## config.mk

```make
export PLATFORM = sky130hd
export DESIGN_NAME = shift_deser
export DESIGN_NICKNAME = d
export VERILOG_FILES = /design/src/rtl/shift_pkg.sv /design/src/rtl/deser_out_reg.sv /design/src/rtl/shift_deser.sv
export SDC_FILE = /design/constraint.sdc
export NUM_CORES = 1
export LEC_CHECK = 0
export ABC_AREA = 1
export CAP_MARGIN = 20
export CORE_UTILIZATION = 48
export CTS_CLUSTER_DIAMETER = 120
export DETAILED_ROUTE_END_ITERATION = 6
export MAX_ROUTING_LAYER = met4
export PLACE_DENSITY = 0.74
export SYNTH_ARGS = -nofsm -noshare
export SYNTH_HDL_FRONTEND = slang
export SYNTH_HIERARCHICAL = 1
export SYNTH_SLANG_ARGS = --single-unit
```

## constraint.sdc

```tcl
create_clock -name clk -period 2 [get_ports clk]
set_input_delay 0.4 -clock clk [delete_from_list [all_inputs] [get_ports clk]]
set_output_delay 0.4 -clock clk [all_outputs]
set_load 0.01 [all_outputs]
```

## src/rtl/shift_pkg.sv

```systemverilog
// shift_pkg: shared state type and bit-order constants for the shift link blocks.
package shift_pkg;
   typedef enum logic [1:0] {IDLE, SHIFT, HOLD} shift_deser_state_t;
   localparam logic DIR_LSB_FIRST = 1'b0;
   localparam logic DIR_MSB_FIRST = 1'b1;
endpackage

```

## src/rtl/deser_out_reg.sv

```systemverilog
// deser_out_reg: one-word output register with valid/ready handshake and a load port.
//   load/load_data : write a new word (only meaningful when free is high)
//   data_ready     : consumer accepts the held word
//   data_out       : held word, stable while data_valid && !data_ready
//   data_valid     : data_out holds an unconsumed word
//   free           : a load this cycle will not overwrite an unconsumed word
module deser_out_reg #(
   parameter int WIDTH = 8
) (
   input  logic             clk,
   input  logic             rst,
   input  logic             load,
   input  logic [WIDTH-1:0] load_data,
   input  logic             data_ready,
   output logic [WIDTH-1:0] data_out,
   output logic             data_valid,
   output logic             free
);
   logic [WIDTH-1:0] data_out_q, data_out_d;
   logic             data_valid_q, data_valid_d;
   assign free       = !data_valid_q || data_ready;
   assign data_out   = data_out_q;
   assign data_valid = data_valid_q;
   always_comb begin
      data_out_d   = load ? load_data : data_out_q;
      data_valid_d = load | (data_valid_q & ~data_ready);
   end
   always_ff @(posedge clk) begin
      if (rst) begin
         data_out_q   <= '0;
         data_valid_q <= 1'b0;
      end else begin
         data_out_q   <= data_out_d;
         data_valid_q <= data_valid_d;
      end
   end
endmodule

```

## src/rtl/shift_deser.sv

```systemverilog
// shift_deser: framed serial-to-parallel deserializer with one-word output buffer.
//   ser_valid/ser_bit/ser_start : serial input; ser_start marks the first bit of a frame
//   msb_first                   : bit order, sampled with the start bit
//   data_out/data_valid/data_ready : word output handshake
//   busy     : frame in progress or completed word held back
//   overflow : sticky dropped-bit flag, cleared by ovf_clr (set wins)
module shift_deser
   import shift_pkg::*;
#(
   parameter int WIDTH = 8
) (
   input  logic             clk,
   input  logic             rst,
   input  logic             ser_valid,
   input  logic             ser_bit,
   input  logic             ser_start,
   input  logic             msb_first,
   output logic [WIDTH-1:0] data_out,
   output logic             data_valid,
   input  logic             data_ready,
   output logic             busy,
   output logic             overflow,
   input  logic             ovf_clr
);
   localparam int CW = $clog2(WIDTH + 1);
   shift_deser_state_t state_q, state_d;
   logic [WIDTH-1:0] sreg_q, sreg_d, shifted, load_data;
   logic [CW-1:0]    cnt_q, cnt_d, cnt_inc;
   logic             dir_q, dir_d, overflow_q, overflow_d;
   logic             eff_dir, drop, load, out_free;
   // A start bit always shifts with the freshly sampled direction.
   assign eff_dir  = (state_q != SHIFT || ser_start) ? msb_first : dir_q;
   assign shifted  = (eff_dir == DIR_MSB_FIRST) ? {sreg_q[WIDTH-2:0], ser_bit}
                                                : {ser_bit, sreg_q[WIDTH-1:1]};
   assign cnt_inc  = cnt_q + CW'(1);
   assign busy     = (state_q != IDLE);
   assign overflow = overflow_q;
   always_comb begin
      state_d   = state_q;
      sreg_d    = sreg_q;
      cnt_d     = cnt_q;
      dir_d     = dir_q;
      drop      = 1'b0;
      load      = 1'b0;
      load_data = sreg_q;
      case (state_q)
         IDLE: if (ser_valid && ser_start) begin
            dir_d   = msb_first;
            sreg_d  = shifted;
            cnt_d   = CW'(1);
            state_d = SHIFT;
         end
         SHIFT: if (ser_valid) begin
            dir_d  = ser_start ? msb_first : dir_q;
            sreg_d = shifted;
            cnt_d  = ser_start ? CW'(1) : cnt_inc;
            if (!ser_start && cnt_inc == CW'(WIDTH)) begin
               load      = out_free;
               load_data = shifted;
               state_d   = out_free ? IDLE : HOLD;
               cnt_d     = out_free ? '0 : cnt_inc;
            end
         end
         HOLD: begin
            // Bits arriving on the transfer edge are still dropped.
            drop    = ser_valid;
            load    = out_free;
            state_d = out_free ? IDLE : HOLD;
            cnt_d   = out_free ? '0 : cnt_q;
         end
         default: state_d = IDLE;
      endcase
      overflow_d = drop | (overflow_q & ~ovf_clr);
   end
   always_ff @(posedge clk) begin
      if (rst) begin
         state_q    <= IDLE;
         sreg_q     <= '0;
         cnt_q      <= '0;
         dir_q      <= DIR_LSB_FIRST;
         overflow_q <= 1'b0;
      end else begin
         state_q    <= state_d;
         sreg_q     <= sreg_d;
         cnt_q      <= cnt_d;
         dir_q      <= dir_d;
         overflow_q <= overflow_d;
      end
   end
   deser_out_reg #(.WIDTH(WIDTH)) u_out (
      .clk        (clk),
      .rst        (rst),
      .load       (load),
      .load_data  (load_data),
      .data_ready (data_ready),
      .data_out   (data_out),
      .data_valid (data_valid),
      .free       (out_free)
   );
endmodule

```

* Word level (Yosys, flattened, before mapping)
Cells that the tools add are included. W data, S select, Z words.
Word-level totals: flip-flop bits (word level) 25, output and inout bits 11, input port bits 8, word-level logic and storage cells 65
Operators by class: reductions and logical operators 14, bitwise logic cells 6, $add $sub $neg 1, eq/ne operators 9, mux-type cells 28
Operators by type and width (count):
- $mux W8 | 6
- $mux W4 | 6
- $pmux W8 S2 | 1
- $pmux W4 S3 | 1
- $ne A2 B2 Y1 const B | 5
- $mux W2 | 4
- $reduce_and A4 Y1 | 2
- $mux W1 | 7
- $pmux W2 S3 | 1
- $reduce_and A3 Y1 | 2
- $add A4 B1 Y4 const B | 1
- $eq A4 B4 Y1 const B | 1
- $pmux W1 S2 | 2
- $reduce_bool A2 Y1 | 2
- $reduce_bool A3 Y1 | 1
- $and A1 B1 Y1 | 2
- $eq A2 B1 Y1 const B | 1
- $eq A2 B2 Y1 const B | 1
- $logic_and A1 B1 Y1 | 2
- $logic_not A1 Y1 | 2
- $logic_not A2 Y1 | 1
- $logic_or A1 B1 Y1 | 2
- $ne A2 B1 Y1 const B | 1
- $not A1 Y1 | 2
- $or A1 B1 Y1 | 2

* Longest topological paths before layout
Gate-level depths: netlist of the first run.
word-level depth 7, mapped depth 13, gate-level depth less buffers 12

* Hierarchy
The synthesis of the first run kept the hierarchy.
By module, submodules not included:
- shift_deser | cells each 161, area each 1052.3 µm², times used 1
- deser_out_reg | cells each 38, area each 304.0 µm², times used 1

* Worst setup path after synthesis of the first run
No wires, ideal clock.
kind reg-to-reg, start reg cnt_q[0], end reg u_out.data_out_q[7] (netlist: u_out/data_out[7]), setup time 0.116 ns, arrival 1.756 ns, cell stages (with the launch flop) 11, path slack 0.128 ns, clock period less this slack 1.872 ns, buffers on the path 0, cells stage by stage dfxtp_1 ha_1 xor2_1 nor2_1 nand3_1 nor2_1 nand2_1 a21oi_1 inv_2 nor2_1 nor2_1
On the way: cells in the longest elaborated chain, start to end 6
RTL lines:
- from (decl) | RTL line shift_deser.sv:28 | logic [CW-1:0] cnt_q, cnt_d, cnt_inc;
- from (signal assigned) | RTL line shift_deser.sv:85 | cnt_q <= cnt_d;
- $add A4 B1 Y4 | RTL line shift_deser.sv:35 | assign cnt_inc = cnt_q + CW'(1);
- $eq A4 B4 Y1 | RTL line shift_deser.sv:57 | if (!ser_start && cnt_inc == CW'(WIDTH)) begin
- $logic_and A1 B1 Y1 | RTL line shift_deser.sv:57
- $mux W1 | RTL line shift_deser.sv:57
- $mux W1 | RTL line shift_deser.sv:53 | SHIFT: if (ser_valid) begin
- $pmux W1 S2 | RTL line shift_deser.sv:46 | case (state_q)
- net load | RTL line shift_deser.sv:30 | logic eff_dir, drop, load, out_free;
- to (signal assigned) | RTL line deser_out_reg.sv:33 | data_out_q <= data_out_d;
- to (decl) | RTL line deser_out_reg.sv:19 | logic [WIDTH-1:0] data_out_q, data_out_d;
The timed path passes the listed nets, and every way through them passes these cells. A chain may end at the register's enable or synchronous reset.

* Worst setup path in the final report of the first run
start reg state_q[1], end reg u_out.data_out_q[7] (netlist: u_out/data_out[7])
On the way: cells in the longest elaborated chain, start to end 7
RTL lines:
- from (decl) | RTL line shift_deser.sv:26 | shift_deser_state_t state_q, state_d;
- from (signal assigned) | RTL line shift_deser.sv:83 | state_q <= state_d;
- $ne A2 B1 Y1 | RTL line shift_deser.sv:32 | assign eff_dir = (state_q != SHIFT || ser_start) ? msb_first : dir_q;
- $logic_or A1 B1 Y1 | RTL line shift_deser.sv:32
- $mux W1 | RTL line shift_deser.sv:32
- $mux W8 | RTL line shift_deser.sv:33 | assign shifted = (eff_dir == DIR_MSB_FIRST) ? {sreg_q[WIDTH-2:0], ser_bit}
- $mux W8 | RTL line shift_deser.sv:57
- $mux W8 | RTL line shift_deser.sv:53
- $mux W8 (*) | RTL line shift_deser.sv:46
- net load_data[7] | RTL line shift_deser.sv:27 | logic [WIDTH-1:0] sreg_q, sreg_d, shifted, load_data;
Mark *: on every way through the listed nets, which the timed path passes. The rest lies on a longest branch.

==> results of run 1 <==
## layout make-up
type | instances | share of cell area [%]
inverter | 34 | 7.51
clock inverter | 1 | 0.295
timing repair buffer | 33 | 17.9
sequential | 25 | 29.6
clock buffer | 3 | 1.33
tap | 30 | 2.21
multi-input combinational | 136 | 41.2
## worst min-delay path: cells and delay by family, from the launching register on
family          cells  cell delay (ps)
flops               1              340
simple gates        1               60
compound gates      1               50
## power by group through the flow
stage / Sequential [mW] / Clock [mW] / Combinational [mW]
final: 0.706 / 0.232 / 1.02
after global routing: 0.718 / 0.255 / 1.14
after CTS: 0.704 / 0.237 / 0.979
after floorplan: 0.715 / 0 / 0.628
after detailed placement: 0.712 / 0 / 0.982
after global placement: 0.703 / 0 / 0.952
## timing repair
item	in CTS	in global routing
setup buffers	0	3
resized for setup	3	1
hold buffers	0	0
pin swaps	0	1
endpoints found under the setup margin	1	8
## Yosys cell counts (2+ instances only)
library cell / instances
o21ai_0: 16
o21ai_1: 16
inv_2: 3
ha_1: 5
o21ai_2: 2
inv_1: 31
a21oi_2: 2
buf_6: 2
dfxtp_1: 25
nand3_1: 6
nand2_1: 36
nor2_1: 27
a21oi_1: 16
## final timing paths
check | startpoint | slack (ps) | end | cells past startpoint
worst min-delay path | overflow | 480 | overflow | 2
worst min register to register | overflow | 480 | overflow | 2
worst max-delay path | state_q[1] | 130 | u_out/data_out[7] | 13
worst max register to register | state_q[1] | 130 | u_out/data_out[7] | 13
## metrics by stage
stage | hold WS [ps] | setup TNS (ps)
floorplan | 445 | 0
global placement | 445 | -253
CTS | 489 | 0
finish | 482 | 0
detailed placement | 469 | -938
global route | 502 | -3.68
## state kept, by name (all words and copies together) (netlist names)
register          count
sreg_q                8
u_out/data_out        8
cnt_q                 4
state_q               2
dir_q                 1
overflow              1
u_out/data_valid      1
## per-layer routing
metal  vias to the layer above  wire (um)
li1                        690          -
met1                       581       1440
met2                        29       1280
met3                         7        140
met4                         0         63
met5                         -          0
## logic make-up (layout without fill, tap and decap cells)
logic type | after synthesis | count (layout) | synth area share [%]
AOI/OAI and AO/OA | 54 | 54 | 22.0
xor gates and xnor gates | 1 | 1 | 0.646
adders and majority gates | 5 | 5 | 4.61
buffers and inverters | 38 | 71 | 11.7
DFF | 25 | 25 | 36.9
and+or+nand+nor | 76 | 76 | 24.1
==> flow_summary.json, run 1 <==
{
  "swShare_pct": 41.7,
  "dr.pass1.iters": 4,
  "pre_cts_ws_ps": -99.9,
  "cp_top_family": "simple AND/OR/NAND/NOR gates",
  "end_kind": "flop",
  "use_met2_pct": 34.7,
  "grt_remaining_overflow": 0,
  "grt_pass1_vias": 1104,
  "drt_iter0_markers": 46,
  "drt-vias-per-instance": 4.99,
  "start_util_pct": 52.8,
  "multi_input_area_um2": 699,
  "p_total_mw": 1.95,
  "utilization_pct": 66.2,
  "synthArstFlopShare_pct": 0,
  "p_leak_nw": 0.793,
  "pin_count": 19,
  "final_common_cell": "nand2_1",
  "fin_skew_ps": 3.31,
  "wl_per_cell_um": 11.2,
  "p_clk_share_pct": 11.9,
  "cts_max_level": 1,
  "final_cell_mix": "36 x nand2_1, 31 x inv_1, 26 x nor2_1",
  "via_count": 1307,
  "fillers": 248,
  "layout-drive-gt1-share_pct": 15.5,
  "run_status": "finished clean",
  "maxSlewViolCount": 0,
  "global_route.usage.met3_pct": 2.73,
  "hp-class": "flop to flop",
  "antenna_found_initial": 0,
  "synth_top_cell_by_area": "dfxtp_1",
  "grt_pass1_wl_um": 4600,
  "clock-root-buffer": "clkbuf_4",
  "syn_nets": 212,
  "path_max_fanout": 7,
  "cts_made_buffers": 3,
  "hold_violations": 0,
  "synthTopCellsByArea": "dfxtp_1 37%, nand2_1 10%, inv_1 8.6%, nor2_1 7.5%, a21oi_1 5.9%",
  "dp.cells": 255,
  "n_antenna_cell": 0,
  "synthDistinctLibCells": 25,
  "drc": 0,
  "grt.busiest_layer": "met2",
  "path_class": "flop to flop",
  "syn_inst": 199,
  "ys_warn_count": 6,
  "clkTransAtPathRegs_ps": 140,
  "stdcell_area_um2": 1700,
  "path_cells": "inv_1 > ha_1 > inv_2 > nor2_4 > or2_4 > o21ai_4 > buf_4 > nand2_1 > o21ai_1 > nand2_1 > o21ai_0 > nor2_1 > nor2_1",
  "grtUsageTotal_pct": 21.8,
  "dp_hpwl_um": 2240,
  "ir_worst_vdd_v": 0.000728,
  "routabilityCongestion": 0.859,
  "dpl-instance-area_um2": 1650,
  "syn_area_um2": 1360,
  "die_y_um": 55.2,
  "core_um2": 2570,
  "final_nets": 246,
  "ff_latch_area_um2": 503,
  "ys_seq_elements": 25,
  "cts_buffer_depth": 2,
  "post-route-period-util_pct": 93.6,
  "required_ps": 2280,
  "io_buffers": 18,
  "setup_viol": 0,
  "grt.met1_usage_pct": 27.9,
  "power_switching_uw": 815,
  "rows": 18,
  "seq_area_frac_synth_pct": 36.9,
  "fp.dieW_um": 55.2,
  "cp_data_arrival_time_ps": 2150,
  "synth_top_area_share_pct": 36.9,
  "drtAntennaViolNets": 0,
  "fin_ws_ps": 128,
  "slowest_delay_ps": 370,
  "cts_tree": "built",
  "ys_dominant_reg_cell": "dfxtp_1",
  "dieArea_um2": 3040,
  "clk_latency_ps": 330,
  "stdcell_count": 262,
  "power_density_nw_per_um2": 1150,
  "area_growth_pct": 25.3,
  "maxCapViolCount": 0,
  "slew_headroom_pct": 69.1,
  "min_period_ps": 1870,
  "grt_max_degree": 18,
  "p_seq_share_pct": 36.1,
  "synth_edf_count": 0,
  "max_freq_mhz": 534,
  "cts.sink_count": 25,
  "p_int_mw": 1.14,
  "tightest_slew_ps": 462,
  "combPwrFrac_pct": 52.0,
  "avgSynthCellArea_um2": 6.82,
  "critPathBufInv": 3,
  "crit_slowest_cell": "dfxtp_2",
  "cp-start-kind": "flop",
  "totalWireLength_um": 2930
}
Power figures use the tool's default switching activity.
==> run 2, diff against run 1 <==
- CAP_MARGIN: 20 -> 15
- CORE_UTILIZATION: 48 -> 50
- SLEW_MARGIN: unset -> 40
- clock period: 2 -> 1.8 ns (I/O delays scaled with it)
==> run 2 against run 1 <==
Effect of this change:
- wire length is 12% higher
- global-route usage is 1.9 points higher
- via count increased by 5.4%
- hold slack lost 8.2 ps
- register-to-register slack worse by 120 ps
- combinational power rose by 25%
- final area is 10% higher
- critical path depth shrank 2
- clock power rose by 16%
- non-clock buffer count is 9 higher
- count of clock-buffer cells in the layout stayed put
- worst setup slack got worse by 120 ps
- largest power group unchanged
==> flow_summary.json, run 2 (same netlist as run 1, synthesis figures left out) <==
{
  "run_status": "finished clean",
  "path_max_fanout": 8,
  "totalWireLength_um": 3290,
  "final_nets": 255,
  "rows": 18,
  "io_buffers": 18,
  "dieArea_um2": 2920,
  "p_leak_nw": 0.864,
  "n_antenna_cell": 0,
  "final_cell_mix": "33 x nand2_1, 30 x inv_1, 25 x nor2_1",
  "routabilityCongestion": 0.870,
  "tightest_slew_ps": 307,
  "power_switching_uw": 982,
  "maxCapViolCount": 0,
  "grt_max_degree": 18,
  "core_um2": 2520,
  "cts.sink_count": 25,
  "grt_pass1_wl_um": 4910,
  "layout-drive-gt1-share_pct": 26.1,
  "grtUsageTotal_pct": 23.7,
  "grt_pass1_vias": 1187,
  "area_growth_pct": 38.0,
  "power_density_nw_per_um2": 1250,
  "via_count": 1378,
  "dpl-instance-area_um2": 1690,
  "slew_headroom_pct": 79.4,
  "min_period_ps": 1790,
  "dp_hpwl_um": 2240,
  "cp_data_arrival_time_ps": 2080,
  "max_freq_mhz": 558,
  "p_clk_share_pct": 11.5,
  "p_total_mw": 2.33,
  "fillers": 192,
  "setup_viol": 0,
  "p_int_mw": 1.35,
  "pin_count": 19,
  "clkTransAtPathRegs_ps": 140,
  "combPwrFrac_pct": 54.7,
  "cts_max_level": 1,
  "cts_buffer_depth": 2,
  "drt_iter0_markers": 45,
  "start_util_pct": 53.8,
  "grt_remaining_overflow": 0,
  "antenna_found_initial": 0,
  "post-route-period-util_pct": 99.5,
  "ir_worst_vdd_v": 0.000948,
  "clk_latency_ps": 340,
  "stdcell_area_um2": 1870,
  "hp-class": "flop to flop",
  "hold_violations": 0,
  "dr.pass1.iters": 4,
  "final_common_cell": "nand2_1",
  "end_kind": "flop",
  "rsz0062_at_grt": "true",
  "cp-start-kind": "flop",
  "cts_tree": "built",
  "clock-root-buffer": "clkbuf_4",
  "fin_skew_ps": 4.62,
  "path_class": "flop to flop",
  "drtAntennaViolNets": 0,
  "p_seq_share_pct": 33.8,
  "drt-vias-per-instance": 5.08,
  "cts_made_buffers": 3,
  "wl_per_cell_um": 12.1,
  "swShare_pct": 42.1,
  "maxSlewViolCount": 0,
  "drc": 0,
  "holdBufCountCts": 0,
  "fp.dieW_um": 54.1,
  "required_ps": 2080,
  "die_y_um": 54.1
}
[run 2: final cells by class]
type / instances / area [um^2] / area share, %
multi-input combinational: 136 / 769 / 41.1
clock buffer: 3 / 22.5 / 1.20
sequential: 25 / 509 / 27.2
timing repair buffer: 42 / 400 / 21.4
clock inverter: 1 / 5.00 / 0.267
inverter: 34 / 128 / 6.82
tap: 30 / 37.5 / 2.01
[run 2: repair_timing]
item	4_1_cts	5_1_grt
resized for setup	4	31
cloned	0	2
buffers inserted	3	1
setup endpoints to repair	9	22
pin swaps	1	10
hold endpoints to repair	0	0
[run 2: worst paths after layout]
| path | slack [ps] | depth (start not counted) | startpoint | to |
|---|---|---|---|---|
| min | 470 | 2 | overflow | overflow |
| min reg2reg | 470 | 2 | overflow | overflow |
| max reg2reg | 8 | 11 | cnt_q[0] | u_out/data_out[3] |
| max | 8 | 11 | cnt_q[0] | u_out/data_out[3] |
[run 2: power groups by stage]
stage | logic [mW] | registers, mW | clock network (mW)
3_5_place_dp | 1.14 | 0.787 | 0
6_report | 1.28 | 0.789 | 0.268
5_1_grt | 1.42 | 0.804 | 0.284
2_1_floorplan | 0.705 | 0.794 | 0
4_1_cts | 1.18 | 0.778 | 0.264
3_3_place_gp | 1.10 | 0.780 | 0
[run 2: per-layer routing]
layer | vias to the layer above | share of wire (%) | track usage (%)
li1 | 719 | - | -
met3 | 7 | 4.7 | 4.52
met1 | 610 | 46 | 30.2
met5 | - | 0 | -
met4 | 0 | 1.2 | 9.83
met2 | 42 | 48 | 36.6
[run 2: metrics by stage]
stage          utilization (%)  TNS (ps)  setup WS (ps)  instances  hold WS [ps]
2_1_floorplan                -         0           47.9        199           422
3_3_place_gp              67.2     -2890           -183        261           444
3_5_place_dp              67.2     -3770           -226        261           456
4_1_cts                   69.3         0           14.4        268           475
5_1_grt                   74.2      -504          -94.5        271           504
6_report                  74.2         0           8.28        271           474
[run 2: critical path, stage by stage, from the launching register on]
cell and delay (ps):
dfxtp_4 390, ha_4 160, xor2_2 150, nor2_2 140
buf_4 130, nand2_4 60, nor3_4 210, clkbuf_16 210
nand2_1 50, o21ai_0 80, nor2_1 70, nor2_1 90
